==> src/rtl/gather_if.sv <==
// Handshake bundle for the two-lane gather: two worker-side streams in,
// one tagged upstream stream out.
interface gather_if #(
  parameter int width = 160
);
  logic [width-1:0] s0_data;
  logic             s0_valid;
  logic             s0_ready;
  logic [width-1:0] s1_data;
  logic             s1_valid;
  logic             s1_ready;
  logic [width-1:0] m_data;
  logic             m_id;
  logic             m_valid;
  logic             m_ready;

  modport master (
    output s0_data, s0_valid, s1_data, s1_valid, m_ready,
    input  s0_ready, s1_ready, m_data, m_id, m_valid
  );

  modport slave (
    input  s0_data, s0_valid, s1_data, s1_valid, m_ready,
    output s0_ready, s1_ready, m_data, m_id, m_valid
  );
endinterface

==> src/rtl/gather.sv <==
// Round-robin two-to-one merge into a small FIFO; each stored word carries
// its source lane in the top bit so upstream can attribute results.
module gather #(
  parameter int width = 160,
  parameter int depth = 2
) (
  input  logic    clock,
  input  logic    reset,
  gather_if.slave bus
);
  localparam int aw = (depth > 1) ? $clog2(depth) : 1;
  localparam int cw = $clog2(depth + 1);

  logic [width:0]  mem_r [depth];
  logic [aw-1:0]   rd_r;
  logic [aw-1:0]   wr_r;
  logic [cw-1:0]   count_r;
  logic            last_r;

  logic            full_s;
  logic            empty_s;
  logic            grant_valid_s;
  logic            grant_lane_s;
  logic            pop_s;

  assign full_s  = (count_r == cw'(depth));
  assign empty_s = (count_r == cw'(0));
  assign pop_s   = !empty_s && bus.m_ready;

  // Arbitration: a tie goes to the lane that was not granted last; nothing is granted while full.
  always_comb begin
    grant_valid_s = 1'b0;
    grant_lane_s  = 1'b0;
    if (full_s) begin
      grant_valid_s = 1'b0;
      grant_lane_s  = 1'b0;
    end else begin
      case ({bus.s1_valid, bus.s0_valid})
        2'b01: begin
          grant_valid_s = 1'b1;
          grant_lane_s  = 1'b0;
        end
        2'b10: begin
          grant_valid_s = 1'b1;
          grant_lane_s  = 1'b1;
        end
        2'b11: begin
          grant_valid_s = 1'b1;
          grant_lane_s  = !last_r;
        end
        default: begin
          grant_valid_s = 1'b0;
          grant_lane_s  = 1'b0;
        end
      endcase
    end
  end

  assign bus.s0_ready = grant_valid_s && !grant_lane_s;
  assign bus.s1_ready = grant_valid_s && grant_lane_s;

  // Head of the FIFO is driven straight from storage; no bypass from the inputs.
  assign bus.m_valid = !empty_s;
  assign bus.m_data  = mem_r[rd_r][width-1:0];
  assign bus.m_id    = mem_r[rd_r][width];

  // FIFO storage, pointers, occupancy and round-robin state.
  always_ff @(posedge clock) begin
    if (!reset) begin
      for (int i = 0; i < depth; i++) begin
        mem_r[i] <= '0;
      end
      rd_r    <= '0;
      wr_r    <= '0;
      count_r <= '0;
      last_r  <= 1'b1;
    end else begin
      if (grant_valid_s) begin
        mem_r[wr_r] <= grant_lane_s ? {1'b1, bus.s1_data} : {1'b0, bus.s0_data};
        wr_r        <= wr_r + aw'(1);
        last_r      <= grant_lane_s;
      end
      if (pop_s) begin
        rd_r <= rd_r + aw'(1);
      end
      case ({grant_valid_s, pop_s})
        2'b10:   count_r <= count_r + cw'(1);
        2'b01:   count_r <= count_r - cw'(1);
        default: count_r <= count_r;
      endcase
    end
  end
endmodule

==> src/flat_wrapper.sv <==
// flat-port wrapper written by rule: the top's interface ports become plain ports
module gather_flat 
#(
  parameter int width = 160,
  parameter int depth = 2
)
  (clock, reset, bus_s0_data, bus_s0_valid, bus_s1_data, bus_s1_valid, bus_m_ready, bus_s0_ready, bus_s1_ready, bus_m_data, bus_m_id, bus_m_valid);
  gather_if #(.width(width)) bus_i ();
  input  logic clock;
  input  logic reset;
  input wire logic [$bits(bus_i.s0_data)-1:0] bus_s0_data;
  input wire logic [$bits(bus_i.s0_valid)-1:0] bus_s0_valid;
  input wire logic [$bits(bus_i.s1_data)-1:0] bus_s1_data;
  input wire logic [$bits(bus_i.s1_valid)-1:0] bus_s1_valid;
  input wire logic [$bits(bus_i.m_ready)-1:0] bus_m_ready;
  output wire logic [$bits(bus_i.s0_ready)-1:0] bus_s0_ready;
  output wire logic [$bits(bus_i.s1_ready)-1:0] bus_s1_ready;
  output wire logic [$bits(bus_i.m_data)-1:0] bus_m_data;
  output wire logic [$bits(bus_i.m_id)-1:0] bus_m_id;
  output wire logic [$bits(bus_i.m_valid)-1:0] bus_m_valid;
  assign bus_i.s0_data = bus_s0_data;
  assign bus_i.s0_valid = bus_s0_valid;
  assign bus_i.s1_data = bus_s1_data;
  assign bus_i.s1_valid = bus_s1_valid;
  assign bus_i.m_ready = bus_m_ready;
  assign bus_s0_ready = bus_i.s0_ready;
  assign bus_s1_ready = bus_i.s1_ready;
  assign bus_m_data = bus_i.m_data;
  assign bus_m_id = bus_i.m_id;
  assign bus_m_valid = bus_i.m_valid;
  gather #(.width(width), .depth(depth)) u_core (.clock(clock), .reset(reset), .bus(bus_i));
endmodule
==> config.mk <==
export PLATFORM = sky130hd
export DESIGN_NAME = gather_flat
export DESIGN_NICKNAME = d
export VERILOG_FILES = /design/src/rtl/gather_if.sv /design/src/rtl/gather.sv /design/src/flat_wrapper.sv
export SDC_FILE = /design/constraint.sdc
export NUM_CORES = 1
export LEC_CHECK = 0
export ABC_AREA = 1
export ABC_CLOCK_PERIOD_IN_PS = 10500
export CAP_MARGIN = 20
export CELL_PAD_IN_SITES_DETAIL_PLACEMENT = 0
export CELL_PAD_IN_SITES_GLOBAL_PLACEMENT = 1
export CORE_MARGIN = 2
export CORE_UTILIZATION = 35
export DETAILED_ROUTE_END_ITERATION = 8
export GPL_TIMING_DRIVEN = 0
export HOLD_SLACK_MARGIN = 0.12
export PLACE_DENSITY = 0.91
export SYNTH_ARGS = -nofsm -noshare
export SYNTH_HDL_FRONTEND = slang
export SYNTH_SLANG_ARGS = --single-unit
==> constraint.sdc <==
create_clock -name clock -period 10.5 [get_ports clock]
set_input_delay 1.575 -clock clock [delete_from_list [all_inputs] [get_ports clock]]
set_output_delay 1.575 -clock clock [all_outputs]
set_load 0.1 [all_outputs]
Yosys cells after proc, flatten, opt, wreduce, memory -nomap -nowiden
Memories as Yosys holds them, arrays and structs flattened. A register that Yosys moved wholly into a read port is not among the register bits.
Index checks and enable logic that the tools add are counted.

word-level totals
  bits in registers = 5
  bits in writable memories = 322
  input bits = 325
  output and inout port bits = 164
  word-level logic and storage cells = 40
  memories kept = 1

cells by class
  $add $sub $neg = 4
  eq/ne operators = 6
  multiplexer cells = 15
  reductions and logical operators = 10

memory list
  memory        depth  width  rd ports  clocked after Yosys merged registers in  wr ports  RTL line      text
  u_core.mem_r  2      161    1         1                                        2         gather.sv:14  logic [width:0] mem_r [depth];

operators by type and width
  operator                                                               count
  161-bit two-way mux                                                    2
  161-bit OR reduction                                                   1
  1-bit two-way mux                                                      11
  2-bit equality test, second input constant                             4
  2-bit by 1-bit equality test with 1-bit output, second input constant  2
  2-bit one-hot mux with 2 select lines                                  1
  1-bit logical AND                                                      3
  1-bit logical NOT                                                      3
  3-bit OR reduction                                                     1
  1-bit adder, second input constant                                     2
  2-bit by 1-bit adder with 2-bit output, second input constant          1
  2-bit logical NOT                                                      1
  1-bit one-hot mux with 2 select lines                                  1
  2-bit nonzero test                                                     1
  2-bit by 1-bit subtractor with 2-bit output, second input constant     1

Logic depth before layout (Yosys ltp)
  word-level depth = 9
  gate-level depth with buffers = 11
  mapped depth without buffers = 9

Least setup slack after synthesis
OpenSTA, ideal clock, no wires.

  path kind = input to register
  from = input bus_s1_valid
  to = memory u_core.mem_r[0][0] in the netlist's numbering (enable)
  setup time = 1.330 ns
  arrival = 5.101 ns
  data required time = 9.170 ns
  slack = 4.069 ns
  cell stages on the path = 7
  buffers on the path = 4
  path through = buf_2 > or2_1 > nand4_1 > buf_4 > buf_6 > buf_4 > nand2_1

RTL lines
  element      RTL line            text
  from (decl)  flat_wrapper.sv:14  input wire logic [$bits(bus_i.s1_valid)-1:0] bus_s1_valid;
  to (decl)    gather.sv:14

Worst setup path in the final report
  from = input bus_s0_valid
  to = output bus_s0_ready

between the ends
  longest elaborated chain between the ends = 5
  elaborated cells between the ends (all ways) = 10
  those cells by class = 3 x eq/ne; 4 x mux; 3 x reduce/logical

RTL lines
  element                                                                                       RTL line                    text
  from (decl)                                                                                   flat_wrapper.sv:12          input wire logic [$bits(bus_i.s0_valid)-1:0] bus_s0_valid;
  2-bit by 1-bit equality test with 1-bit output / 2-bit equality test (equally long branches)  gather.sv:38                case ({bus.s1_valid, bus.s0_valid})
  3-bit OR reduction (no line) / 1-bit one-hot mux with 2 select lines (equally long branches)  n/a
  1-bit two-way mux, on equally long branches                                                   gather.sv:38, gather.sv:34
  1-bit two-way mux / 1-bit logical NOT (equally long branches)                                 gather.sv:34, gather.sv:59
  1-bit logical AND *                                                                           gather.sv:59                assign bus.s0_ready = grant_valid_s && !grant_lane_s;
  to (decl)                                                                                     flat_wrapper.sv:16          output wire logic [$bits(bus_i.s0_ready)-1:0] bus_s0_ready;

Mark *: on every way between the ends. The rest lies on a longest branch, timed or not.

==> metrics <==
Post-Syn Instances=1,775; reg2reg end=u_core.mem_r[1][66]; worst min-delay path class=flip-flop to flip-flop; largest net degree at the start of global routing=66; post-placement cell count=2,881; Slew Limit Fails=0; worst setup path startpoint=bus_s0_valid; Crit. path cell count=8; Crit Path Category=input port to output pin; Rel. slew slack=0.272; CP max-delay cell=clkdlybuf4s50_1; mean routed wirelength per cell=17.9 microns; FF-to-FF setup slack=7.38 ns; TritonCTS Buffers=36; endpoints failing setup=0; Critical Path, Cell by Cell=clkdlybuf4s50_1, nand2_1, nand3_1, buf_2, buf_2, inv_1, nor2_1, clkdlybuf4s50_1; asr flop ratio synth=0; Synth top cells by count=nand2_1 (334), nor2_1 (330), inv_1 (325); R2R Path Start=u_core.count_r[0]; Die Width=224 microns; Yosys Warn Count=0; share of cells above drive strength 1=0.127; clock-pin slew on the worst setup and hold paths=0.06 ns; clock tree buffer depth=3; GRT Overall Usage=0.204; final hold violation count=0; CP peak stage delay=1.15 ns; via count=14,170; Top Family by Delay on Critical Path=buffers and inverters; status=completed; peak supply drop=0.000218 V; buffer count from post-CTS setup fixing=0; clock sink count=328; Initial DRC Count=980; Crit path arrival time=4.88 ns; vias in the first global route=14,320; crit share post-route=0.615; placement row count=80; worst slew pin tran=1.09 ns; LEAKAGE=10.7 nW; Area growth syn-to-layout=40.6%; R2R depth=8; Die ar.=0.0503 sq mm; gr ovfl total=0; TritonCTS clock tree=yes; Starting Density=0.355; Setup TNS=0 ns; Post-synth EDFFs=322; Top Ports=489; htree depth=2; Fin Clk Skew=0.0269 ns; Die Y=224 microns; Unique masters post-synth=20; sequential-to-total area share from yosys stat=0.576; core footprint=0.0478 sq mm; area share of the largest cell type after synthesis=0.569; post-layout util=0.499; post-synth top area cell=edfxtp_1; mapped cell area=0.0170 sq mm; startpoint types=input port; DRT Pass-1 Iters=6; first-pass GRT wire length=78,600 microns; dpl ws=4.08 ns; Worst Path Max Fanout=10; Max-cap violations=0; critical path endpoint=bus_s0_ready; most numerous cell in the Yosys netlist=nand2_1; Vias/cell=4.81; Power Density=280 mW/mm^2; Max Fclk=155 MHz; GP Congestion=0.913; Routed WL=52,600 microns; antenna violations before repair=1; Post-CTS Resized=0; DR DRC count=0; CP Capture Type=output pin; # nets final=2,630; Syn Nets=2,101; hold_buf cts=0; clk_lat worst skew=0.55 ns; Critical Path RT=8.93 ns; DRT antenna net count=0; Main synth FF type=edfxtp_1; worst setup margin=4.05 ns; Seq cells post-synth=328; synth top area cells=edfxtp_1 (57%), mux2_2 (11%), nand2_1 (7.4%); Avg Cell Area, Syn=9.58 sq um; minimum clock period=6.45 ns; Non-Filler Instances=2,947; RSZ-0062 raised after global routing=no; HPWL Detailed=38,600 microns; Buf/Inv on CP=5; Root Buffer=clkbuf_16; IO buf count=486
==> area by class of cell <==
cell class	count	area, sq um
clock buffers	46	960
well taps	615	769
inverters	326	1220
multi-input cells	996	5410
clock inverters	19	159
diodes	1	2.50
flip-flops and latches	328	9790
plain buffers	125	592
repair buffers	491	4990
fillers	4364	24000
==> cells in the final DEF (no fill, tap or decap) <==
cell / count
inv_8: 1
nand2_1: 332
diode_2: 1
nor2_1: 330
o21a_1: 1
buf_8: 1
inv_6: 2
mux2_2: 161
ha_1: 1
or2_1: 1
buf_1: 5
nand4_4: 1
clkinv_1: 4
buf_16: 4
edfxtp_1: 322
nand4_1: 162
inv_1: 325
clkbuf_16: 37
o21ai_0: 1
clkinvlp_4: 2
nand3_1: 3
buf_4: 9
clkbuf_1: 54
buf_6: 1
nand2_4: 2
bufinv_16: 2
clkdlybuf4s50_1: 486
a21oi_1: 1
inv_2: 1
clkinv_2: 8
buf_2: 65
dfxtp_1: 6
==> per-layer routing <==
| metal | track usage | vias up | wire, microns |
|---|---|---|---|
| met5 | 0 | - | 0 |
| met2 | 0.358 | 528 | 26100 |
| met1 | 0.247 | 6719 | 21200 |
| met3 | 0.0465 | 98 | 3630 |
| li1 | - | 6825 | - |
| met4 | 0.0675 | 0 | 1640 |
==> power by group <==
group / internal, mW / total, mW / leakage (nW) / switching (mW)
logic: 0.922 / 3.62 / 6.70 / 2.70
clock network: 0.701 / 1.22 / 0.548 / 0.518
registers: 1.78 / 1.85 / 3.44 / 0.0655
==> through the flow <==
| step | hold WS [ns] | total power, mW | cell area, sq um |
|---|---|---|---|
| 2_1_floorplan | 0.429 | 4.55 | 17000 |
| 4_1_cts | 0.463 | 6.74 | 23900 |
| 5_1_grt | 0.495 | 6.94 | 23900 |
| 3_3_place_gp | 0.440 | 5.49 | 22600 |
| 6_report | 0.467 | 6.69 | 23900 |
| 3_5_place_dp | 0.448 | 5.51 | 22800 |
==> how the worst min path moves through the flow <==
stage	slack, ns	startpoint	cells past startpoint	to
floorplan	0.43	u_core.last_r	2	u_core.last_r
global placement	0.44	u_core.last_r	2	u_core.last_r
detailed placement	0.45	u_core.last_r	2	u_core.last_r
CTS	0.46	u_core.last_r	2	u_core.last_r
global route	0.50	u_core.last_r	2	u_core.last_r
finish	0.47	u_core.last_r	2	u_core.last_r
==> cell families after synthesis <==
family | Yosys count | synth area share
and+or+nand+nor | 831 | 0.209
buffers and inverters | 451 | 0.107
DFF | 328 | 0.576
muxes | 161 | 0.107
AOI/OAI and AO/OA | 3 | 0.00103
adders and majority gates | 1 | 0.000736
==> state kept, by name, summed over array words and instances, names as in the netlist, named ones only <==
| register | count |
|---|---|
| u_core.mem_r | 322 |
| u_core.count_r | 2 |
| u_core.last_r | 1 |
| u_core.rd_r | 1 |
| u_core.wr_r | 1 |
==> worst min-delay path: stages (launching register included) <==
cell	delay, ns
dfxtp_1	0.33
nand2_1	0.05
nand3_1	0.05
(Power assumes the default switching activity.)
